File: src/rtl/serial_add_pkg.sv
// Shared definitions for the bit-serial adder controller: FSM state encoding
// and the default operand width.
package serial_add_pkg;

    localparam int DEFAULT_WIDTH = 8;

    typedef enum logic [1:0] {
        ST_IDLE = 2'd0,
        ST_RUN  = 2'd1,
        ST_DONE = 2'd2
    } state_e;

endpackage

File: src/rtl/serial_add_ctrl_fa_cell.sv
// Purely combinational 1-bit full adder, reused once per bit by the serial
// adder controller.
module fa_cell (
    input  logic a,
    input  logic b,
    input  logic ci,
    output logic s,
    output logic co
);

    assign s  = a ^ b ^ ci;
    assign co = (a & b) | (ci & (a ^ b));

endmodule

File: src/rtl/serial_add_ctrl.sv
// Bit-serial adder controller: feeds one full-adder cell LSB-first for WIDTH
// cycles and holds {cout,sum} until the next accepted request.
module serial_add_ctrl
    import serial_add_pkg::*;
#(
    parameter  int WIDTH = DEFAULT_WIDTH,
    localparam int CNT_W = $clog2(WIDTH)
) (
    input  logic             clk,
    input  logic             rst_n,
    input  logic             start,
    input  logic [WIDTH-1:0] a,
    input  logic [WIDTH-1:0] b,
    input  logic             cin,
    output logic             busy,
    output logic             done,
    output logic [WIDTH-1:0] sum,
    output logic             cout
);

    localparam logic [CNT_W-1:0] LAST_BIT = CNT_W'(WIDTH - 1);

    state_e             state_q, state_d;
    logic [WIDTH-1:0]   aSr_q, aSr_d;
    logic [WIDTH-1:0]   bSr_q, bSr_d;
    logic [WIDTH-1:0]   sumSr_q, sumSr_d;
    logic               carry_q, carry_d;
    logic [CNT_W-1:0]   cnt_q, cnt_d;
    logic [WIDTH-1:0]   sum_q, sum_d;
    logic               cout_q, cout_d;

    logic               cellS;
    logic               cellCo;
    logic [WIDTH-1:0]   sumShift;

    fa_cell uFaCell (
        .a  (aSr_q[0]),
        .b  (bSr_q[0]),
        .ci (carry_q),
        .s  (cellS),
        .co (cellCo)
    );

    // New bit enters at the MSB so after WIDTH shifts bit 0 sits at the LSB.
    assign sumShift = {cellS, sumSr_q[WIDTH-1:1]};

    always_ff @(posedge clk or negedge rst_n) begin
        if (!rst_n) begin
            state_q <= ST_IDLE;
            aSr_q   <= '0;
            bSr_q   <= '0;
            sumSr_q <= '0;
            carry_q <= 1'b0;
            cnt_q   <= '0;
            sum_q   <= '0;
            cout_q  <= 1'b0;
        end else begin
            state_q <= state_d;
            aSr_q   <= aSr_d;
            bSr_q   <= bSr_d;
            sumSr_q <= sumSr_d;
            carry_q <= carry_d;
            cnt_q   <= cnt_d;
            sum_q   <= sum_d;
            cout_q  <= cout_d;
        end
    end

    always_comb begin
        state_d = state_q;
        aSr_d   = aSr_q;
        bSr_d   = bSr_q;
        sumSr_d = sumSr_q;
        carry_d = carry_q;
        cnt_d   = cnt_q;
        sum_d   = sum_q;
        cout_d  = cout_q;

        case (state_q)
            ST_IDLE: begin
                if (start) begin
                    aSr_d   = a;
                    bSr_d   = b;
                    carry_d = cin;
                    cnt_d   = '0;
                    sumSr_d = '0;
                    state_d = ST_RUN;
                end
            end
            ST_RUN: begin
                sumSr_d = sumShift;
                carry_d = cellCo;
                aSr_d   = aSr_q >> 1;
                bSr_d   = bSr_q >> 1;
                cnt_d   = cnt_q + CNT_W'(1);
                // Published outputs change only here, so they stay stable
                // through DONE and IDLE until the next operation finishes.
                if (cnt_q == LAST_BIT) begin
                    sum_d   = sumShift;
                    cout_d  = cellCo;
                    state_d = ST_DONE;
                end
            end
            ST_DONE: begin
                state_d = ST_IDLE;
            end
            default: begin
                state_d = ST_IDLE;
            end
        endcase
    end

    assign busy = (state_q != ST_IDLE);
    assign done = (state_q == ST_DONE);
    assign sum  = sum_q;
    assign cout = cout_q;

endmodule
File: config.mk
export PLATFORM = sky130hd
export DESIGN_NAME = serial_add_ctrl
export DESIGN_NICKNAME = d
export VERILOG_FILES = /design/src/rtl/serial_add_pkg.sv /design/src/rtl/serial_add_ctrl_fa_cell.sv /design/src/rtl/serial_add_ctrl.sv
export SDC_FILE = /design/constraint.sdc
export NUM_CORES = 1
export LEC_CHECK = 0
export ABC_AREA = 1
export BUFFER_PORTS_ARGS = -buffer_cell sky130_fd_sc_hd__buf_2
export CAP_MARGIN = 20
export CORE_UTILIZATION = 30
export DETAILED_ROUTE_END_ITERATION = 10
export GPL_ROUTABILITY_DRIVEN = 0
export SLEW_MARGIN = 25
export SYNTH_ARGS = -nofsm -noshare
export SYNTH_HDL_FRONTEND = slang
export SYNTH_HIERARCHICAL = 1
export SYNTH_SLANG_ARGS = --single-unit
export TNS_END_PERCENT = 10
File: constraint.sdc
create_clock -name clk -period 1.9 [get_ports clk]
set_input_delay 0.38 -clock clk [delete_from_list [all_inputs] [get_ports clk]]
set_output_delay 0.38 -clock clk [all_outputs]
set_load 0.01 [all_outputs]
==> tab_implementation.tex, run 1 <==
\begin{tabular}{lr}
\hline
Metric & Value \\
\hline
\multicolumn{2}{l}{\textbf{Run status}} \\
Result of the run & finished clean \\
\multicolumn{2}{l}{\textbf{Job}} \\
Maxcap violations & 0 \\
\multicolumn{2}{l}{\textbf{Logic synthesis}} \\
Main area contributors after synthesis & sky130\_fd\_sc\_hd\_\_dfrtp\_1, sky130\_fd\_sc\_hd\_\_nand2\_1, sky130\_fd\_sc\_hd\_\_nand3\_1, sky130\_fd\_sc\_hd\_\_inv\_1, sky130\_fd\_sc\_hd\_\_o21ai\_0 \\
Synthesized area & 1790 um\^{}2 \\
Post-Syn Area per Cell & 8.02 um\^{}2 \\
Count of warnings emitted by yosys & 6 \\
Area share of and/or/nand/nor cells after synthesis & 0.261 \\
Distinct cell type count after synthesis & 16 \\
FFs w/ async S/R, synth & 1.00 \\
Library cell with the largest summed area after synthesis & sky130\_fd\_sc\_hd\_\_dfrtp\_1 \\
Fraction of the yosys area taken by sequential cells & 0.531 \\
Portion of synthesized cell area occupied by the leading cell type & 0.531 \\
XOR/XNOR share of the synthesized area & 0 \\
Mux cell area share after synthesis & 0 \\
Net count after synthesis & 246 \\
Main flop type after synthesis & sky130\_fd\_sc\_hd\_\_dfrtp\_1 \\
Fraction of the mapped netlist area in compound gates & 0.0559 \\
Total of flip-flops plus latches after synthesis & 38 \\
Cells after Synth & 223 \\
Combinational family with the most area after synthesis & simple AND/OR/NAND/NOR gates \\
Number of enable-type register cells in the synthesized netlist & 0 \\
Adder and majority gate portion of the synthesized area & 0.0252 \\
\multicolumn{2}{l}{\textbf{Worst setup path}} \\
Category of the worst setup path launch point & register \\
Origin of the critical flop-to-flop path & state\_q[0] \\
WS Path Type & register to register \\
RR Endpoint & cout \\
Cell type of the slowest stage on the worst timing path & sky130\_fd\_sc\_hd\_\_dfrtp\_1 \\
Delay-heaviest family, CP & simple AND/OR/NAND/NOR gates \\
Worst setup EP type & register \\
Maximum cell stage delay along the critical path & 0.45 ns \\
CP Buf/Inv Count & 1 \\
Worst endpoint data arrival time & 1.70 ns \\
CP required & 2.06 ns \\
List of cells traversed by the critical path & inv\_1 -> nor2\_2 -> nand2\_2 -> nand2\_1 -> o21ai\_0 \\
Depth of the worst register-to-register path & 5 \\
Worst reg-to-reg setup slack & 0.36 ns \\
Highest fanout seen on the critical path & 18 \\
\multicolumn{2}{l}{\textbf{Clock network}} \\
Master cell of the clock root buffer & sky130\_fd\_sc\_hd\_\_clkbuf\_8 \\
TritonCTS sink count & 38 \\
Post-CTS Hold Fix Bufs & 0 \\
Deepest clock path buffer count & 2 \\
Number of instances resized during post-cts repair & 0 \\
H-tree level count & 2 \\
Post-CTS Setup Bufs & 0 \\
CTS tree & done \\
Number of CTS-inserted buffers & 5 \\
Clock transition at the registers of the reported paths & 0.08 ns \\
Worst-Skew Late Latency & 0.28 ns \\
\multicolumn{2}{l}{\textbf{Power and ir drop}} \\
PwrDens & 1570 nW/um\^{}2 \\
Maximum ir drop on the vdd rail & 0.000536 V \\
Leakage power of the design & 1.18 nW \\
\multicolumn{2}{l}{\textbf{Global routing}} \\
Pin count of the biggest net entering global routing & 24 \\
Tot GR Track Use & 0.121 \\
Wire length of the first global-routing pass & 5870 um \\
Overflow after GRT & 0 \\
Via count of the first global-routing pass & 1272 \\
Antenna violations before repair & 0 \\
\multicolumn{2}{l}{\textbf{Timing}} \\
Final-report hold violation count & 0 \\
Maximum clock frequency & 647 MHz \\
Worst Max-Slew Pin Slew & 0.452 ns \\
Headroom to the max-slew limit & 0.698 \\
Final count of pins violating max slew & 0 \\
Setup TNS Final & 0 ns \\
Final period demand of the worst path & 1.54 ns \\
Period Utilization, post-route & 0.813 \\
Total setup violations reported at the end of the flow & 0 \\
Setup slack of the critical path after layout & 0.356 ns \\
RSZ-0062 raised after global routing & false \\
Fin Clk Skew & 0.00918 ns \\
\multicolumn{2}{l}{\textbf{Floorplanning}} \\
Core region area & 5640 um\^{}2 \\
Height of the chip & 79.2 um \\
Count of standard-cell rows & 27 \\
I/O pin count & 31 \\
Horizontal die dimension & 79.2 um \\
Total die area & 6280 um\^{}2 \\
Starting density of the core & 0.317 \\
\multicolumn{2}{l}{\textbf{Finish}} \\
Final nets & 278 \\
Fraction of layout instances using a drive strength above 1 & 0.195 \\
Number of diodes added for antenna fixing & 0 \\
Area grow syn2layout & 17.7\% \\
Final std cells w/o fill & 328 \\
\multicolumn{2}{l}{\textbf{Worst hold path}} \\
Worst min path class & input pin to async pin \\
\multicolumn{2}{l}{\textbf{Place}} \\
Count of placed standard cells including taps & 320 \\
Setup WS pre-CTS & 0.340 ns \\
Buffers added on ports & 30 \\
DP HPWL & 2440 um \\
\multicolumn{2}{l}{\textbf{Detailed routing}} \\
Detailed-route DRC error count & 0 \\
Number of design-rule violations left by the first detailed-router iteration & 98 \\
Detailed-router iteration count before antenna repair & 4 \\
Detail Route Antenna Nets & 0 \\
Vias per inst & 4.22 \\
Routed Wire Length & 3470 um \\
Avg WL per Cell & 10.6 um \\
Number of vias in the routed layout & 1383 \\
\hline
\end{tabular}
==> layer usage <==
metal / share of wire / track usage / wire length, um
met5: 0 / 0 / 0
met4: 0.0035 / 0.0291 / 12
met3: 0.037 / 0.0391 / 128
met2: 0.45 / 0.187 / 1570
met1: 0.51 / 0.164 / 1760
==> Yosys cell counts, types with 2 or more instances <==
cell type                 instances
sky130_fd_sc_hd__nand2_1         74
sky130_fd_sc_hd__inv_1           39
sky130_fd_sc_hd__dfrtp_1         38
sky130_fd_sc_hd__nand3_1         30
sky130_fd_sc_hd__o21ai_0         13
sky130_fd_sc_hd__buf_2            7
sky130_fd_sc_hd__o21ai_1          5
sky130_fd_sc_hd__nand2_2          4
sky130_fd_sc_hd__buf_6            3
sky130_fd_sc_hd__a21oi_1          2
sky130_fd_sc_hd__ha_1             2
sky130_fd_sc_hd__nor2_1           2
==> metrics by stage <==
step / power, mW / util / hold slack [ns] / instance area (um^2)
2_1_floorplan: 2.40 / - / 0.0844 / 1790
3_3_place_gp: 2.74 / 0.356 / 0.354 / 2010
3_5_place_dp: 2.77 / 0.356 / 0.358 / 2010
4_1_cts: 3.35 / 0.373 / 0.0449 / 2110
5_1_grt: 3.65 / 0.373 / 0.0485 / 2110
6_report: 3.30 / 0.373 / 0.0317 / 2110
==> logic make-up after synthesis <==
kind of cell | count (synthesis)
DFF | 38
AOI/OAI and AO/OA | 20
adders and majority gates | 3
and+or+nand+nor | 111
buffers and inverters | 51
==> registers in the layout, indices dropped and copies added, names as in the netlist <==
name and count:
cnt_q 3, cout 1, carry_q 1, bSr_q 8, state_q 2, sum 8, aSr_q 8, sumSr_q 7
==> where the power goes <==
part	internal [mW]	switching, mW
combinational	0.537	0.811
clock	0.292	0.283
sequential	1.18	0.202
total	2.01	1.29
==> cell type report <==
cell class | count | area [um^2]
Fill cell | 592 | 3540
Sequential cell | 38 | 951
Multi-Input combinational cell | 134 | 612
Timing Repair Buffer | 36 | 208
Inverter | 40 | 150
Tap cell | 72 | 90.1
Clock buffer | 6 | 82.6
Clock inverter | 2 | 12.5
==> how the worst max path moves through the flow <==
| stage | startpoint | end | slack (ns) | cells after the start |
|---|---|---|---|---|
| 6_report | state_q[0] | cout | 0.36 | 5 |
| 4_1_cts | state_q[0] | sum[6] | 0.32 | 5 |
| 5_1_grt | state_q[0] | sum[4] | 0.11 | 5 |
| 2_1_floorplan | cnt_q[0] | sum[0] | 0.64 | 5 |
| 3_5_place_dp | state_q[0] | sum[1] | 0.34 | 4 |
| 3_3_place_gp | state_q[0] | sum[6] | 0.40 | 5 |
==> cells in the final DEF, fill, tap and decap left out, types with 2 or more instances in the layout <==
cell type                  count
sky130_fd_sc_hd__o21ai_1       5
sky130_fd_sc_hd__dfrtp_1      38
sky130_fd_sc_hd__clkbuf_8      6
sky130_fd_sc_hd__inv_1        39
sky130_fd_sc_hd__nor2_1        2
sky130_fd_sc_hd__o21ai_0      13
sky130_fd_sc_hd__nand2_2       4
sky130_fd_sc_hd__nand2_1      74
sky130_fd_sc_hd__nand3_1      30
sky130_fd_sc_hd__buf_4         5
sky130_fd_sc_hd__ha_1          2
sky130_fd_sc_hd__a21oi_1       2
sky130_fd_sc_hd__buf_2        30
Power figures use the tool's default switching activity.
==> run 2, diff against run 1 <==
==> constraint.sdc (replaced) <==
create_clock -name clk -period 1.4 [get_ports clk]
set_input_delay 0.28 -clock clk [delete_from_list [all_inputs] [get_ports clk]]
set_output_delay 0.28 -clock clk [all_outputs]
set_load 0.01 [all_outputs]
==> tab_implementation.tex, run 2 (synthesized netlist as in run 1, its figures left out) <==
\begin{tabular}{lr}
\hline
Metric & Value \\
\hline
\multicolumn{2}{l}{\textbf{Run status}} \\
Result of the run & finished clean \\
\multicolumn{2}{l}{\textbf{Timing}} \\
Headroom to the max-slew limit & 0.837 (+0.138) \\
Setup slack of the critical path after layout & 0.0229 ns (-0.333 ns) \\
Fin Clk Skew & 0.00282 ns (-0.00635 ns) \\
Maximum clock frequency & 726 MHz \\
Final count of pins violating max slew & 0 (unchanged) \\
Setup TNS Final & 0 ns (unchanged) \\
Final-report hold violation count & 0 (unchanged) \\
Total setup violations reported at the end of the flow & 0 (unchanged) \\
Worst Max-Slew Pin Slew & 0.245 ns (-0.207 ns) \\
Period Utilization, post-route & 0.984 \\
Final period demand of the worst path & 1.38 ns \\
RSZ-0062 raised after global routing & true \\
\multicolumn{2}{l}{\textbf{Power and ir drop}} \\
Proportion of power drawn by combinational gates & 0.423 (+0.015) \\
Leakage power of the design & 1.26 nW (+6.1\%) \\
Maximum ir drop on the vdd rail & 0.000611 V (+14\%) \\
Reg power frac & 0.388 (-0.030) \\
PwrDens & 2160 nW/um\^{}2 (+38\%) \\
Internal Pwr Total & 3.02 mW (+50\%) \\
Proportion of power drawn by the clock network & 0.189 (+0.015) \\
Sw power & 1.80 mW (+39\%) \\
Switching fraction of total power & 0.373 (-0.0190) \\
\multicolumn{2}{l}{\textbf{Worst setup path}} \\
RR Endpoint & bSr\_q[7] \\
Worst endpoint data arrival time & 1.10 ns (-0.60 ns) \\
Delay-heaviest family, CP & flip-flops \\
Category of the worst setup path launch point & register \\
CP required & 1.12 ns (-0.94 ns) \\
Origin of the critical flop-to-flop path & state\_q[0] \\
CP Buf/Inv Count & 2 (+1) \\
List of cells traversed by the critical path & buf\_12 -> nor2\_2 -> buf\_2 \\
Worst setup EP type & primary output \\
Depth of the worst register-to-register path & 6 (+1) \\
Highest fanout seen on the critical path & 12 (-6) \\
Cell type of the slowest stage on the worst timing path & sky130\_fd\_sc\_hd\_\_dfrtp\_1 \\
WS Path Type & register to primary output \\
Worst reg-to-reg setup slack & 0.09 ns (-0.27 ns) \\
Maximum cell stage delay along the critical path & 0.42 ns (-0.03 ns) \\
\multicolumn{2}{l}{\textbf{Clock network}} \\
Clock transition at the registers of the reported paths & 0.07 ns (about the same) \\
Deepest clock path buffer count & 2 (unchanged) \\
TritonCTS sink count & 38 (unchanged) \\
CTS tree & done \\
Master cell of the clock root buffer & sky130\_fd\_sc\_hd\_\_clkbuf\_8 \\
H-tree level count & 2 (unchanged) \\
Worst-Skew Late Latency & 0.29 ns (about the same) \\
Number of CTS-inserted buffers & 5 (unchanged) \\
\multicolumn{2}{l}{\textbf{Finish}} \\
Most frequent cells in the layout & sky130\_fd\_sc\_hd\_\_nand2\_1, sky130\_fd\_sc\_hd\_\_inv\_1, sky130\_fd\_sc\_hd\_\_dfrtp\_1 \\
Area grow syn2layout & 24.6\% \\
Final nets & 288 (+3.6\%) \\
Fraction of layout instances using a drive strength above 1 & 0.226 (+0.0303) \\
Number of diodes added for antenna fixing & 0 (unchanged) \\
Most common cell after layout, fill and taps aside & sky130\_fd\_sc\_hd\_\_nand2\_1 \\
\multicolumn{2}{l}{\textbf{Detailed routing}} \\
Avg WL per Cell & 10.5 um (-0.53\%) \\
Detail Route Antenna Nets & 0 (unchanged) \\
Detailed-router iteration count before antenna repair & 4 (unchanged) \\
Vias per inst & 4.21 (about the same) \\
Detailed-route DRC error count & 0 (unchanged) \\
Routed Wire Length & 3560 um (+2.5\%) \\
Number of vias in the routed layout & 1424 (+3.0\%) \\
Number of design-rule violations left by the first detailed-router iteration & 136 (+39\%) \\
\multicolumn{2}{l}{\textbf{Floorplanning}} \\
Starting density of the core & 0.317 (unchanged) \\
Horizontal die dimension & 79.2 um (unchanged) \\
Count of standard-cell rows & 27 (unchanged) \\
I/O pin count & 31 (unchanged) \\
Total die area & 6280 um\^{}2 (unchanged) \\
Height of the chip & 79.2 um (unchanged) \\
Core region area & 5640 um\^{}2 (unchanged) \\
\multicolumn{2}{l}{\textbf{Job}} \\
Maxcap violations & 0 (unchanged) \\
\multicolumn{2}{l}{\textbf{Global routing}} \\
Overflow after GRT & 0 (unchanged) \\
Via count of the first global-routing pass & 1275 (+0.24\%) \\
Antenna violations before repair & 0 (unchanged) \\
Wire length of the first global-routing pass & 6020 um (+2.6\%) \\
Tot GR Track Use & 0.125 (+0.00408) \\
Pin count of the biggest net entering global routing & 24 (unchanged) \\
\multicolumn{2}{l}{\textbf{Worst hold path}} \\
Hold Path Depth & 3 \\
Worst min path class & input pin to register \\
Hold path endpoint & aSr\_q[7] \\
Hold path startpoint & a[7] \\
\multicolumn{2}{l}{\textbf{Place}} \\
DP HPWL & 2480 um (+1.3\%) \\
Buffers added on ports & 30 (unchanged) \\
Setup WS pre-CTS & 0.0422 ns (-0.298 ns) \\
\hline
\end{tabular}
[run 2: cell types whose count changed in the layout (fill, tap and decap cells not counted)]
cell	change
sky130_fd_sc_hd__clkbuf_8	-1
sky130_fd_sc_hd__buf_4	+7
sky130_fd_sc_hd__nand2_4	+1
sky130_fd_sc_hd__nor2_2	+1
sky130_fd_sc_hd__clkinvlp_4	-1
sky130_fd_sc_hd__bufinv_16	+1
sky130_fd_sc_hd__nand2_2	-1
sky130_fd_sc_hd__dlygate4sd3_1	+1
sky130_fd_sc_hd__clkinv_2	+1
sky130_fd_sc_hd__buf_12	+2
sky130_fd_sc_hd__nor2_1	-1
[run 2: worst max path at each step]
| stage | startpoint | endpoint | slack, ns | cells past startpoint |
|---|---|---|---|---|
| floorplan | cnt_q[0] | sum[0] | 0.14 | 5 |
| global placement | cnt_q[0] | sum[7] | 0.09 | 6 |
| detailed placement | cnt_q[0] | sum[7] | 0.04 | 6 |
| CTS | state_q[0] | done | 0.007 | 3 |
| global route | state_q[0] | bSr_q[7] | -0.03 | 6 |
| finish | state_q[0] | done | 0.02 | 3 |
[run 2: per-layer routing]
metal,GRT usage,vias to the layer above,wire (um)
li1,-,762,-
met1,0.168,636,1760
met2,0.191,19,1620
met3,0.0391,7,130
met4,0.0436,0,47
met5,0,-,0
[run 2: power by group through the flow]
stage	sequential [mW]	clock [mW]	combinational [mW]
3_5_place_dp	1.89	0	1.98
2_1_floorplan	1.88	0	1.38
4_1_cts	1.87	0.932	2.01
5_1_grt	1.94	0.971	2.38
6_report	1.87	0.909	2.04
3_3_place_gp	1.88	0	1.94
[run 2: worst reg2reg max path: stages (launching register included)]
cell and delay [ns]:
sky130_fd_sc_hd__dfrtp_1 0.42, sky130_fd_sc_hd__buf_12 0.16, sky130_fd_sc_hd__buf_4 0.14, sky130_fd_sc_hd__o21ai_1 0.17, sky130_fd_sc_hd__buf_4 0.20, sky130_fd_sc_hd__nand2_1 0.06, sky130_fd_sc_hd__o21ai_0 0.07
[run 2: area by class of cell]
class	count	area, um^2
tap	72	90.1
clock buffer	5	68.8
timing repair buffer	46	310
inverter	40	150
sequential	38	951
multi-input combinational	134	619
fill	577	3410
clock inverter	3	40.0
[run 2: stage by stage]
| step | utilization | hold WS [ns] | area, um^2 | power, mW | std cells |
|---|---|---|---|---|---|
| final | 0.395 | 0.240 | 2230 | 4.81 | 338 |
| after global routing | 0.395 | 0.247 | 2230 | 5.29 | 338 |
| after CTS | 0.389 | 0.237 | 2190 | 4.82 | 334 |
| after detailed placement | 0.366 | 0.163 | 2070 | 3.87 | 324 |
| after global placement | 0.366 | 0.158 | 2070 | 3.82 | 324 |
| after floorplan | - | -0.0156 | 1790 | 3.26 | 223 |
[run 2: timing repair]
action                                 in CTS  in global routing
hold buffers                                1                  0
setup endpoints to repair                   1                  7
buffers inserted                            1                  4
resized for setup                           0                  2
endpoints found under the hold margin       8                  0
pin swaps                                   0                  0
==> run 3, diff against run 2 <==
--- a/config.mk
+++ b/config.mk
@@ -11,6 +11,7 @@
 export CORE_UTILIZATION = 30
 export DETAILED_ROUTE_END_ITERATION = 10
 export GPL_ROUTABILITY_DRIVEN = 0
+export MAX_ROUTING_LAYER = met4
 export SLEW_MARGIN = 25
 export SYNTH_ARGS = -nofsm -noshare
 export SYNTH_HDL_FRONTEND = slang
==> tab_implementation.tex, run 3 (synthesized netlist as in run 1, its figures left out) <==
\begin{tabular}{lr}
\hline
Metric & Value \\
\hline
\multicolumn{2}{l}{\textbf{Run status}} \\
Result of the run & finished clean \\
\multicolumn{2}{l}{\textbf{Finish}} \\
Area grow syn2layout & 24.6\% (unchanged) \\
Number of filler instances in the final layout & 577 (unchanged) \\
Most frequent cells in the layout & sky130\_fd\_sc\_hd\_\_nand2\_1, sky130\_fd\_sc\_hd\_\_inv\_1, sky130\_fd\_sc\_hd\_\_dfrtp\_1 \\
Number of diodes added for antenna fixing & 0 (unchanged) \\
Fraction of layout instances using a drive strength above 1 & 0.226 (unchanged) \\
Most common cell after layout, fill and taps aside & sky130\_fd\_sc\_hd\_\_nand2\_1 \\
Final design instance area without fill & 2230 um\^{}2 (unchanged) \\
Final nets & 288 (unchanged) \\
\multicolumn{2}{l}{\textbf{Worst setup path}} \\
Delay-heaviest family, CP & flip-flops \\
CP required & 1.12 ns (about the same) \\
Worst endpoint data arrival time & 1.10 ns (about the same) \\
Stages on worst setup path & 3 (unchanged) \\
CP Buf/Inv Count & 2 (unchanged) \\
Worst setup EP type & primary output \\
Depth of the worst register-to-register path & 6 (unchanged) \\
Maximum cell stage delay along the critical path & 0.42 ns (about the same) \\
Category of the worst setup path launch point & register \\
WS Path Type & register to primary output \\
List of cells traversed by the critical path & buf\_12 -> nor2\_2 -> buf\_2 \\
Highest fanout seen on the critical path & 12 (unchanged) \\
Cell type of the slowest stage on the worst timing path & sky130\_fd\_sc\_hd\_\_dfrtp\_1 \\
\multicolumn{2}{l}{\textbf{Detailed routing}} \\
Avg WL per Cell & 10.5 um (about the same) \\
Routed Wire Length & 3560 um (about the same) \\
Number of vias in the routed layout & 1425 (+0.070\%) \\
Detailed-router iteration count before antenna repair & 4 (unchanged) \\
Detailed-route DRC error count & 0 (unchanged) \\
Detail Route Antenna Nets & 0 (unchanged) \\
Number of design-rule violations left by the first detailed-router iteration & 136 (unchanged) \\
Vias per inst & 4.22 (about the same) \\
\multicolumn{2}{l}{\textbf{Clock network}} \\
Worst-Skew Late Latency & 0.29 ns (about the same) \\
Number of CTS-inserted buffers & 5 (unchanged) \\
TritonCTS sink count & 38 (unchanged) \\
Deepest clock path buffer count & 2 (unchanged) \\
CTS tree & done \\
H-tree level count & 2 (unchanged) \\
Master cell of the clock root buffer & sky130\_fd\_sc\_hd\_\_clkbuf\_8 \\
Clock transition at the registers of the reported paths & 0.07 ns (about the same) \\
\multicolumn{2}{l}{\textbf{Power and ir drop}} \\
Maximum ir drop on the vdd rail & 0.000611 V (about the same) \\
Leakage power of the design & 1.26 nW (unchanged) \\
Total Power & 4.81 mW (about the same) \\
PwrDens & 2160 nW/um\^{}2 (about the same) \\
\multicolumn{2}{l}{\textbf{Floorplanning}} \\
Horizontal die dimension & 79.2 um (unchanged) \\
Starting density of the core & 0.317 (unchanged) \\
Height of the chip & 79.2 um (unchanged) \\
Count of standard-cell rows & 27 (unchanged) \\
Core region area & 5640 um\^{}2 (unchanged) \\
Total die area & 6280 um\^{}2 (unchanged) \\
I/O pin count & 31 (unchanged) \\
\multicolumn{2}{l}{\textbf{Timing}} \\
Fin Clk Skew & 0.00311 ns (+0.000285 ns) \\
Total setup violations reported at the end of the flow & 0 (unchanged) \\
Setup TNS Final & 0 ns (unchanged) \\
Final period demand of the worst path & 1.38 ns (+0.0000431 ns) \\
Final count of pins violating max slew & 0 (unchanged) \\
Maximum clock frequency & 726 MHz (about the same) \\
Post-route worst hold slack & 0.241 ns (+0.000921 ns) \\
Headroom to the max-slew limit & 0.837 (unchanged) \\
Worst Max-Slew Pin Slew & 0.245 ns (unchanged) \\
Period Utilization, post-route & 0.984 (about the same) \\
Final-report hold violation count & 0 (unchanged) \\
RSZ-0062 raised after global routing & true \\
\multicolumn{2}{l}{\textbf{Place}} \\
DP HPWL & 2480 um (unchanged) \\
Instance area after placement & 2070 um\^{}2 (unchanged) \\
Buffers added on ports & 30 (unchanged) \\
\multicolumn{2}{l}{\textbf{Global routing}} \\
Antenna violations before repair & 0 (unchanged) \\
Pin count of the biggest net entering global routing & 24 (unchanged) \\
Wire length of the first global-routing pass & 6020 um (-0.12\%) \\
Via count of the first global-routing pass & 1274 (-0.078\%) \\
Tot GR Track Use & 0.129 (+0.00348) \\
Overflow after GRT & 0 (unchanged) \\
\multicolumn{2}{l}{\textbf{Job}} \\
Maxcap violations & 0 (unchanged) \\
\multicolumn{2}{l}{\textbf{Worst hold path}} \\
Hold Path Depth & 3 (unchanged) \\
Worst min path class & input pin to register \\
\hline
\end{tabular}
==> run 3: final timing paths <==
check,to,slack (ns),startpoint
worst max-delay path,done,0.02,state_q[0]
worst min-delay path,aSr_q[7],0.24,a[7]
worst max register to register,bSr_q[7],0.09,state_q[0]
worst min register to register,cnt_q[0],0.48,cnt_q[0]
max in group asynchronous,bSr_q[2],0.59,rst_n
min in group asynchronous,sum[0],0.39,rst_n
==> run 3: tightest hold or removal path: cells and delay by family <==
family | cells | cell delay (ns)
buffers and inverters | 1 | 0.09
AO/OA/AOI/OAI | 1 | 0.06
AND/OR/NAND/NOR | 1 | 0.05
==> run 3: through the flow <==
| stage | utilization | setup slack [ns] | instances |
|---|---|---|---|
| CTS | 0.389 | 0.00688 | 334 |
| detailed placement | 0.366 | 0.0422 | 324 |
| finish | 0.395 | 0.0228 | 338 |
| global route | 0.395 | -0.0327 | 338 |
| floorplan | - | 0.144 | 223 |
| global placement | 0.366 | 0.0915 | 324 |
==> run 3: timing repair <==
action	CTS	global route
setup endpoints to repair	1	7
hold buffers	1	0
buffers inserted	1	4
endpoints found under the hold margin	8	0
resized for setup	0	2
==> run 3: final cells by class <==
cell class | instances | area (um^2) | share of cell area
inverters | 40 | 150 | 0.0673
flip-flops and latches | 38 | 951 | 0.426
well taps | 72 | 90.1 | 0.0404
multi-input cells | 134 | 619 | 0.278
clock buffers | 5 | 68.8 | 0.0309
clock inverters | 3 | 40.0 | 0.0180
repair buffers | 46 | 310 | 0.139
==> run 3: routing by layer <==
layer	wire length, um	GRT usage	vias up
met5	0	-	-
li1	-	-	762
met1	1760	0.168	637
met3	130	0.0391	7
met2	1620	0.191	19
met4	47	0.0436	0
==> run 3: where the power goes <==
part           total [mW]  internal [mW]  switching, mW
sequential           1.87           1.60          0.267
clock               0.908          0.524          0.384
combinational        2.04          0.893           1.14
